**src/rtl/riscv_defines.sv**
```systemverilog
// Shared types and constants for the instruction prefetcher.
package riscv_defines;

  // Bus-request FSM: REQ means a request is being driven and has not been granted yet.
  typedef enum logic {
    IDLE = 1'b0,
    REQ  = 1'b1
  } fetch_state_e;

  // Distance between consecutive instruction words.
  localparam logic [31:0] WORD_INCR = 32'd4;

  // One buffered instruction word together with its address and bus-error flag.
  typedef struct packed {
    logic [31:0] addr;
    logic        err;
    logic [31:0] data;
  } fetch_entry_t;

  // Force a byte address onto a word boundary.
  function automatic logic [31:0] word_align(input logic [31:0] a);
    return a & ~32'h3;
  endfunction

endpackage

```
**src/rtl/riscv_fetch_fifo.sv**
```systemverilog
// Small synchronous FIFO of fetched words. The head is read straight from the
// storage array, so a word pushed in cycle N is visible at the head in cycle N+1.
module riscv_fetch_fifo
  import riscv_defines::*;
#(
  parameter int DEPTH = 2
) (
  input  logic                       clk,
  input  logic                       rst,
  input  logic                       flush_i,
  input  logic                       push_i,
  input  logic                       pop_i,
  input  fetch_entry_t               wdata_i,
  output fetch_entry_t               rdata_o,
  output logic [$clog2(DEPTH+1)-1:0] count_o,
  output logic                       empty_o
);

  localparam int PTR_W = $clog2(DEPTH);
  localparam int CNT_W = $clog2(DEPTH+1);

  fetch_entry_t     mem_q [DEPTH];
  logic [PTR_W-1:0] rd_ptr_q, rd_ptr_d;
  logic [PTR_W-1:0] wr_ptr_q, wr_ptr_d;
  logic [CNT_W-1:0] count_q, count_d;
  logic             do_push, do_pop;

  function automatic logic [PTR_W-1:0] ptr_inc(input logic [PTR_W-1:0] p);
    return (p == PTR_W'(DEPTH-1)) ? '0 : p + 1'b1;
  endfunction

  // A push into a full FIFO is only accepted when the head leaves in the same cycle.
  assign do_pop  = pop_i && (count_q != '0);
  assign do_push = push_i && ((count_q != CNT_W'(DEPTH)) || do_pop);

  // Pointer and occupancy next-state; flush empties the FIFO in one cycle.
  always_comb begin
    rd_ptr_d = rd_ptr_q;
    wr_ptr_d = wr_ptr_q;
    count_d  = count_q;
    if (flush_i) begin
      rd_ptr_d = '0;
      wr_ptr_d = '0;
      count_d  = '0;
    end else begin
      if (do_pop)  rd_ptr_d = ptr_inc(rd_ptr_q);
      if (do_push) wr_ptr_d = ptr_inc(wr_ptr_q);
      if (do_push && !do_pop) count_d = count_q + 1'b1;
      if (do_pop && !do_push) count_d = count_q - 1'b1;
    end
  end

  // Pointer and occupancy registers.
  always_ff @(posedge clk) begin
    if (rst) begin
      rd_ptr_q <= '0;
      wr_ptr_q <= '0;
      count_q  <= '0;
    end else begin
      rd_ptr_q <= rd_ptr_d;
      wr_ptr_q <= wr_ptr_d;
      count_q  <= count_d;
    end
  end

  // Storage write; contents need no reset because occupancy guards every read.
  always_ff @(posedge clk) begin
    if (!rst && !flush_i && do_push) mem_q[wr_ptr_q] <= wdata_i;
  end

  assign rdata_o = mem_q[rd_ptr_q];
  assign count_o = count_q;
  assign empty_o = (count_q == '0);

endmodule

```
**src/rtl/riscv_fetch_prefetcher.sv**
```systemverilog
// Instruction prefetcher: issues word fetches on the instruction bus, tracks
// in-flight transactions, drops responses made stale by a branch, and buffers
// the rest for the IF stage.
module riscv_fetch_prefetcher
  import riscv_defines::*;
#(
  parameter int FIFO_DEPTH      = 2,
  parameter int MAX_OUTSTANDING = 2
) (
  input  logic        clk,
  input  logic        rst,
  input  logic        req_i,
  input  logic        branch_i,
  input  logic [31:0] branch_addr_i,
  input  logic        ready_i,
  output logic        valid_o,
  output logic [31:0] rdata_o,
  output logic [31:0] addr_o,
  output logic        fetch_failed_o,
  output logic        instr_req_o,
  output logic [31:0] instr_addr_o,
  input  logic        instr_gnt_i,
  input  logic        instr_rvalid_i,
  input  logic [31:0] instr_rdata_i,
  input  logic        instr_err_i,
  output logic        busy_o
);

  localparam int CNT_W = $clog2(FIFO_DEPTH+1);

  fetch_state_e     state_q, state_d;
  logic [31:0]      fetch_addr_q, fetch_addr_d;
  logic [31:0]      resp_addr_q, resp_addr_d;
  logic [31:0]      target_q, target_d;       // branch target parked behind an ungranted request
  logic             pending_q, pending_d;     // a branch is waiting for the held request's grant
  logic             booted_q, booted_d;
  logic [CNT_W-1:0] out_q, out_d;
  logic [CNT_W-1:0] discard_q, discard_d;

  logic [CNT_W-1:0] fifo_count;
  logic             fifo_empty;
  fetch_entry_t     fifo_head, fifo_wdata;
  logic [CNT_W:0]   inflight_sum;
  logic             can_req, req_raw, hold, gnt_fire, rvalid_fire, discarding, push, pop;

  assign inflight_sum = {1'b0, out_q} + {1'b0, fifo_count};
  assign can_req = booted_q && req_i && !branch_i
                && (inflight_sum < (CNT_W+1)'(FIFO_DEPTH))
                && (out_q < CNT_W'(MAX_OUTSTANDING));

  // Request FSM: a new request starts whenever the request rule holds; once
  // driven without a grant it is held (address included) until granted.
  always_comb begin
    state_d = state_q;
    req_raw = 1'b0;
    unique case (state_q)
      IDLE: begin
        req_raw = can_req;
        if (can_req && !instr_gnt_i) state_d = REQ;
      end
      REQ: begin
        req_raw = 1'b1;
        if (instr_gnt_i) state_d = IDLE;
      end
    endcase
  end

  assign instr_req_o  = req_raw && !rst;
  assign instr_addr_o = fetch_addr_q;
  assign hold         = instr_req_o && !instr_gnt_i;
  assign gnt_fire     = instr_req_o && instr_gnt_i;
  assign rvalid_fire  = instr_rvalid_i && (out_q != '0);
  assign discarding   = (discard_q != '0);
  assign push         = rvalid_fire && !discarding && !branch_i;
  assign pop          = valid_o && ready_i;

  // Address, outstanding and discard bookkeeping.
  always_comb begin
    fetch_addr_d = fetch_addr_q;
    resp_addr_d  = resp_addr_q;
    target_d     = target_q;
    pending_d    = pending_q;
    booted_d     = booted_q || branch_i;
    out_d        = out_q + CNT_W'(gnt_fire) - CNT_W'(rvalid_fire);
    discard_d    = discard_q;

    if (branch_i && hold) begin
      // The bus still owns the old address; redirect once it is granted.
      target_d  = word_align(branch_addr_i);
      pending_d = 1'b1;
    end else if (branch_i) begin
      fetch_addr_d = word_align(branch_addr_i);
      pending_d    = 1'b0;
    end else if (gnt_fire) begin
      fetch_addr_d = pending_q ? target_q : fetch_addr_q + WORD_INCR;
      pending_d    = 1'b0;
    end

    if (branch_i) begin
      // Everything still in flight after this cycle belongs to the old stream.
      discard_d = out_d;
    end else begin
      if (rvalid_fire && discarding) discard_d = discard_d - 1'b1;
      if (gnt_fire && pending_q)     discard_d = discard_d + 1'b1;
    end

    if (branch_i)  resp_addr_d = word_align(branch_addr_i);
    else if (push) resp_addr_d = resp_addr_q + WORD_INCR;
  end

  // State registers; reset clears all tracking and waits for a boot branch.
  always_ff @(posedge clk) begin
    if (rst) begin
      state_q      <= IDLE;
      fetch_addr_q <= '0;
      resp_addr_q  <= '0;
      target_q     <= '0;
      pending_q    <= 1'b0;
      booted_q     <= 1'b0;
      out_q        <= '0;
      discard_q    <= '0;
    end else begin
      state_q      <= state_d;
      fetch_addr_q <= fetch_addr_d;
      resp_addr_q  <= resp_addr_d;
      target_q     <= target_d;
      pending_q    <= pending_d;
      booted_q     <= booted_d;
      out_q        <= out_d;
      discard_q    <= discard_d;
    end
  end

  assign fifo_wdata = '{addr: resp_addr_q, err: instr_err_i, data: instr_rdata_i};

  riscv_fetch_fifo #(
    .DEPTH (FIFO_DEPTH)
  ) u_fifo (
    .clk     (clk),
    .rst     (rst),
    .flush_i (branch_i),
    .push_i  (push),
    .pop_i   (pop),
    .wdata_i (fifo_wdata),
    .rdata_o (fifo_head),
    .count_o (fifo_count),
    .empty_o (fifo_empty)
  );

  assign valid_o        = !fifo_empty && !branch_i && !rst;
  assign rdata_o        = fifo_head.data;
  assign addr_o         = fifo_head.addr;
  assign fetch_failed_o = valid_o && fifo_head.err;
  assign busy_o         = ((out_q != '0) || instr_req_o) && !rst;

endmodule
```
**config.mk**
```make
export PLATFORM = sky130hd
export DESIGN_NAME = riscv_fetch_prefetcher
export DESIGN_NICKNAME = d
export VERILOG_FILES = /design/src/rtl/riscv_defines.sv /design/src/rtl/riscv_fetch_fifo.sv /design/src/rtl/riscv_fetch_prefetcher.sv
export SDC_FILE = /design/constraint.sdc
export NUM_CORES = 1
export LEC_CHECK = 0
export ABC_CLOCK_PERIOD_IN_PS = 10300
export CORE_MARGIN = 10
export CORE_UTILIZATION = 42
export CTS_BUF_LIST = sky130_fd_sc_hd__clkbuf_2
export DETAILED_ROUTE_END_ITERATION = 6
export GPL_ROUTABILITY_DRIVEN = 0
export PLACE_DENSITY = 0.7
export SKIP_CTS_REPAIR_TIMING = 1
export SLEW_MARGIN = 0
export SYNTH_ARGS = -nofsm -noshare
export SYNTH_HDL_FRONTEND = slang
export SYNTH_SLANG_ARGS = --single-unit
export TNS_END_PERCENT = 1
```
**constraint.sdc**
```tcl
create_clock -name clk -period 10.3 [get_ports clk]
set_clock_uncertainty 0.05 [all_clocks]
set_input_delay 1.03 -clock clk [delete_from_list [all_inputs] [get_ports clk]]
set_output_delay 1.03 -clock clk [all_outputs]
set_load 0.03 [all_outputs]
```
### Yosys cells after proc, flatten, opt, wreduce, memory -nomap -nowiden

Memory sizes are Yosys's and may differ from the RTL's. A register that Yosys moved wholly into a read port is not among the register bits.
Cells that the tools add are included.

* add/sub/neg operators: 11
* magnitude comparators: 2
* equal/unequal tests: 1
* multiplexer cells: 24
* bitwise operators: 2
* reductions and logical operators: 45

Operators by type and width (number)
* $mux 32: 5
* $add 32x3->32 const B: 2
* $logic_and 1x1->1: 25
* $mux 2: 6
* $reduce_bool 2->1: 6
* $mux 1: 11
* $logic_not 1->1: 7
* $add 2x1->2 const B: 2
* $pmux 1 s2: 2
* $sub 2x1->2 const B: 2
* $add 2x2->3: 1
* $logic_or 1x1->1: 3
* $lt 3x2->1 const B: 1
* $reduce_bool 3->1: 1
* $add 1x1->1 const B: 2
* $add 2x1->2: 1
* $logic_not 2->1: 1
* $lt 2x2->1 const B: 1
* $ne 2x2->1 const B: 1
* $not 1->1: 2
* $reduce_and 2->1: 1
* $reduce_or 2->1: 1
* $sub 2x1->2: 1

* flip-flop bits (word level): 105
* RAM bits: 130
* output and inout bits: 100
* word-level logic and storage cells: 98
* memories: 1

Memory list
* u_fifo.mem_q: words 2, bits a word 65, rd ports 1, clocked after memory_dff 1, wr ports 1, line riscv_fetch_fifo.sv:22 `fetch_entry_t mem_q [DEPTH];`

### Logic depth before layout (Yosys ltp)

* depth in word-level cells: 11
* depth in mapped cells: 12
* depth with buffers taken out: 12

### By module

Synthesis repeated with hierarchy kept, for this count alone.

* cell total of the unflattened synthesis: 945
* area total of the unflattened synthesis: 10346.2 sq um

By module, submodules not included
* riscv_fetch_prefetcher: instances 1, cells each 715, area an instance 5426.5 sq um, sequential area each 1941.9 sq um
* riscv_fetch_fifo: instances 1, cells each 230, area an instance 4919.7 sq um, sequential area each 4003.8 sq um

### Worst setup path after synthesis

OpenSTA, ideal clock, no wires.

* kind: input-to-reg
* start: input port branch_i
* end: memory u_fifo.mem_q[0][0] in the netlist's numbering (enable)
* library setup time: 0.484 ns
* arrival: 4.243 ns
* data required time: 9.766 ns
* slack: 5.523 ns
* cell stages on the path: 5
* path through: clkbuf_8 > buf_4 > nor2_1 > nand2_1 > nor2_1

* longest elaborated chain between the ends: 10

RTL lines
* from (decl): line riscv_fetch_prefetcher.sv:13 `input logic branch_i,`
* $logic_not 1->1 (*): line riscv_fetch_fifo.sv:68, riscv_fetch_prefetcher.sv:74, riscv_fetch_prefetcher.sv:150
* $logic_and 1x1->1 (2 in a row): line riscv_fetch_prefetcher.sv:150 `assign valid_o = !fifo_empty && !branch_i && !rst;`
* $logic_and 1x1->1: line riscv_fetch_prefetcher.sv:75 `assign pop = valid_o && ready_i;`
* $logic_and 1x1->1: line riscv_fetch_fifo.sv:33 `assign do_pop = pop_i && (count_q != '0);`
* $logic_or 1x1->1: line riscv_fetch_fifo.sv:34 `assign do_push = push_i && ((count_q != CNT_W'(DEPTH)) || do_pop);`
* $logic_and 1x1->1: line riscv_fetch_fifo.sv:34
* $logic_and 1x1->1 (*): line riscv_fetch_fifo.sv:68 `if (!rst && !flush_i && do_push) mem_q[wr_ptr_q] <= wdata_i;`
* $mux 1 (*): line riscv_fetch_fifo.sv:68
* $mux 1 (implied by the code) (*): line riscv_fetch_fifo.sv:68
* to (decl): line riscv_fetch_fifo.sv:22

Every way passes the cells marked *; elsewhere a longest branch is shown, timed or not.

### Final worst setup path

* start: register out_q[0]
* end: output port busy_o

* longest elaborated chain between the ends: 8

RTL lines
* from (decl): line riscv_fetch_prefetcher.sv:37 `logic [CNT_W-1:0] out_q, out_d;`
* from (signal assigned): line riscv_fetch_prefetcher.sv:129 `out_q <= out_d;`
* $add 2x2->3: line riscv_fetch_prefetcher.sv:46 `assign inflight_sum = {1'b0, out_q} + {1'b0, fifo_count};`
* $lt 3x2->1: line riscv_fetch_prefetcher.sv:48 `&& (inflight_sum < (CNT_W+1)'(FIFO_DEPTH))`
* $logic_and 1x1->1: line riscv_fetch_prefetcher.sv:48
* $logic_and 1x1->1: line riscv_fetch_prefetcher.sv:49 `&& (out_q < CNT_W'(MAX_OUTSTANDING));`
* $pmux 1 s2: line riscv_fetch_prefetcher.sv:56 `unique case (state_q)`
* $logic_and 1x1->1: line riscv_fetch_prefetcher.sv:68 `assign instr_req_o = req_raw && !rst;`
* $logic_or 1x1->1 (*): line riscv_fetch_prefetcher.sv:154 `assign busy_o = ((out_q != '0) || instr_req_o) && !rst;`
* $logic_and 1x1->1 (*): line riscv_fetch_prefetcher.sv:154
* to (decl): line riscv_fetch_prefetcher.sv:26 `output logic busy_o`

Marks and branches as above.

==> flow_metrics.env <==
export IMPL_power_frac_comb_pct=14.4
export IMPL_cap_violations=0
export IMPL_rr_worst_depth=7
export IMPL_fin_crit_ns=4.29
export IMPL_crit_family="buffers and inverters"
export IMPL_rsz0062_at_grt="false"
export IMPL_clock_sinks=228
export IMPL_avgSynthCellArea_um2=10.8
export IMPL_antenna_found_initial=4
export IMPL_async_reset_ff_share_pct=0
export IMPL_start_kind="register"
export IMPL_reg2reg_from="out_q[0]"
export IMPL_netSwitchingPower_uw=566
export IMPL_seq_area_frac_synth_pct=56.8
export IMPL_core_mm2=0.0242
export IMPL_cpPeakStageDelay_ns=0.69
export IMPL_hpwl_mm=18.0
export IMPL_cellLeakagePower_nw=4.33
export IMPL_start_util_pct=42.4
export IMPL_track_usage_pct=16.6
export IMPL_cts_made_buffers=57
export IMPL_setup_viol=0
export IMPL_wl_per_cell_um=18.0
export IMPL_first_global_vias=7750
export IMPL_power_density_mw_per_mm2=155
export IMPL_ys_types=76
export IMPL_clk_pin_slew_ns=0.10
export IMPL_ff2ff_setup_slack_ns=7.23
export IMPL_vias=8012
export IMPL_worstPathCellList="and2_1, fa_1, and4bb_2, a21oi_1, a21oi_1, clkdlybuf4s50_1"
export IMPL_hold_viol_final=0
export IMPL_relSlewSlack_pct=20.0
export IMPL_whs_ns=0.409
export IMPL_hp_class="reg -> reg"
export IMPL_p_int_mw=1.39
export IMPL_seqPwrFrac_pct=53.2
export IMPL_max_freq_ghz=0.233
export IMPL_crit_slowest_cell="clkdlybuf4s50_1"
export IMPL_clkPwrFrac_pct=32.4
export IMPL_status="finished, final reports clean"
export IMPL_final_nets=1201
export IMPL_peakVddDrop_mv=0.0712
export IMPL_path_max_fanout=7
export IMPL_path_class="reg -> out"
export IMPL_pin_count=172
export IMPL_grt_max_degree=77
export IMPL_post_route_drc_count=0
export IMPL_timing_final_crit_share_pct=41.7
export IMPL_htree_num_levels=2
export IMPL_switching_share_pct=28.9
export IMPL_rr_endpoint="target_q[8]"
export IMPL_cts_buffer_depth=3
export IMPL_multi_input_area_mm2=0.00403
export IMPL_cts_root_buf="clkbuf_2"
export IMPL_cp_common_cell="a21oi_1"
export IMPL_critPathCaptureType="primary output"
export IMPL_syn_to_final_growth_pct=23.3
export IMPL_crit_buf_inv=1
export IMPL_die_area_mm2=0.0310
export IMPL_synth_top_flop_cell="edfxtp_1"
export IMPL_arrival_ns=3.21
export IMPL_crit_required_ns=9.22
export IMPL_hold_end="target_q[28]"
export IMPL_first_pass_iters=6
export IMPL_min_from="target_q[28]"
export IMPL_finalNonFillerCells=1500
export IMPL_die_h_um=176
export IMPL_tns_ns=0
export IMPL_drive_gt1_share_pct=16.7
export IMPL_routed_wirelength_mm=27.0
export IMPL_seqCellArea_mm2=0.00583
export IMPL_tritoncts="yes"
export IMPL_gr_total_overflow=0
export IMPL_worstMarginPinSlew_ns=1.20
export IMPL_ys_warn_count=0
export IMPL_final_max_slew_viol_count=0
export IMPL_postRouteAntennaNets=0
export IMPL_final_util_pct=52.3
export IMPL_n_fill_cell=2143
export IMPL_insertion_delay_ns=0.87
export IMPL_netlist_instances=947
export IMPL_port_buffers=165
export IMPL_die_x_um=176
export IMPL_synth_edf_count=126
export IMPL_grt_pass1_wl_mm=41.3
export IMPL_dr_first_iter_drc_count=574
export IMPL_worst_hold_path_num_cells=2
export IMPL_ys_ff_latch=228
export IMPL_synth_area_mm2=0.0102
export IMPL_num_rows=57
export IMPL_drt_vias_per_instance=5.34
export IMPL_dp_cells=1388
==> kinds of logic (layout without fill, tap and decap cells) <==
family / Yosys count / in the layout / share of synthesized area, %
compound gates: 213 / 213 / 13.1
xor+xnor: 36 / 36 / 3.08
fa+ha+maj: 6 / 6 / 0.806
buf+inv: 83 / 304 / 3.99
flops: 228 / 228 / 56.8
mux: 68 / 68 / 7.40
other cells: 1 / 9 / 0.0366
simple gates: 312 / 312 / 14.8
==> synthesized netlist by cell type, drive strengths merged, types with 3 or more instances <==
master / instances / area share (%)
nor3: 17 / 0.88
and3: 11 / 0.70
mux2i: 6 / 0.59
nor2: 61 / 2.2
a311oi: 5 / 0.43
and2: 11 / 0.68
nand2b: 5 / 0.31
inv: 19 / 0.70
edfxtp: 126 / 37
ha: 5 / 0.61
a31oi: 9 / 0.55
and4: 7 / 0.63
buf: 16 / 0.96
a211oi: 20 / 1.5
nand2: 120 / 4.4
dfxtp: 102 / 20
nor4: 13 / 0.85
o21ai: 51 / 2.5
or3: 5 / 0.31
o21a: 11 / 0.81
nor2b: 3 / 0.21
o211ai: 7 / 0.65
clkbuf: 45 / 2.1
a21oi: 77 / 3.8
mux2: 62 / 6.8
a221oi: 4 / 0.34
xnor2: 10 / 0.85
nand4: 21 / 1.4
nand3: 30 / 1.5
xor2: 26 / 2.2
==> how the worst max path moves through the flow <==
stage              from  slack, ns            endpoint  cells after the start
6_report       out_q[0]       6.01              busy_o                      6
5_1_grt        out_q[0]       5.81              busy_o                      6
4_1_cts        out_q[0]       5.91              busy_o                      6
3_5_place_dp   branch_i       6.34              busy_o                      6
3_3_place_gp   branch_i       6.38              busy_o                      6
2_1_floorplan  branch_i       5.52  u_fifo.mem_q[0][0]                      5
==> worst min-delay path, stage by stage, from the launching register on <==
cell,delay (ns)
dfxtp_1,0.32
nand2_1,0.05
a21oi_1,0.05
==> cell type report <==
class                   count  share of cell area [%]
clock inverters            11                   0.614
multi-input cells         639                    31.9
diodes                      5                  0.0990
flip-flops and latches    228                    46.1
well taps                 324                    3.21
clock buffers              96                    3.80
inverters                  21                   0.624
repair buffers            176                    13.6
==> cells in the final DEF, fill, tap and decap left out, types with 16 or more instances in the layout <==
master and instances:
a211oi_1 20, a21oi_1 77, clkbuf_2 96, clkdlybuf4s50_1 163
dfxtp_1 101, edfxtp_1 126, inv_1 19, mux2_2 62
nand2_1 120, nand3_1 29, nand4_1 20, nor2_1 60
nor3_1 16, o21ai_0 51, xor2_1 26
==> power by group through the flow <==
stage               clock network [mW]  logic (mW)  registers, mW
floorplan                            0       0.170           1.06
global placement                     0       0.275           1.06
detailed placement                   0       0.280           1.06
CTS                              0.659       0.283           1.04
global route                     0.710       0.307           1.05
finish                           0.634       0.281           1.04
==> routing by layer <==
layer | global-route usage (%) | routed length [um] | vias to the layer above
li1 | - | - | 3873
met1 | 21.9 | 12100 | 3793
met2 | 24.4 | 11700 | 297
met3 | 5.21 | 2330 | 49
met4 | 7.77 | 752 | 0
met5 | 0 | 0 | -
==> through the flow <==
stage          worst slack [ns]  power (mW)  instance area, um^2
3_3_place_gp               6.38        1.33                12100
4_1_cts                    5.91        1.98                12600
2_1_floorplan              5.52        1.23                10300
6_report                   6.01        1.95                12600
3_5_place_dp               6.34        1.34                12100
5_1_grt                    5.81        2.06                12600
==> state kept, by name (all words and copies together), names as in the netlist, named ones only <==
name             count
instr_addr_o        30
u_fifo.count_o       2
u_fifo.mem_q       126
out_q                2
booted_q             1
state_q              1
u_fifo.rd_ptr_q      1
discard_q            2
resp_addr_q         30
target_q            30
pending_q            1
u_fifo.wr_ptr_q      1
No activity file was read; power rests on OpenSTA's default activity.
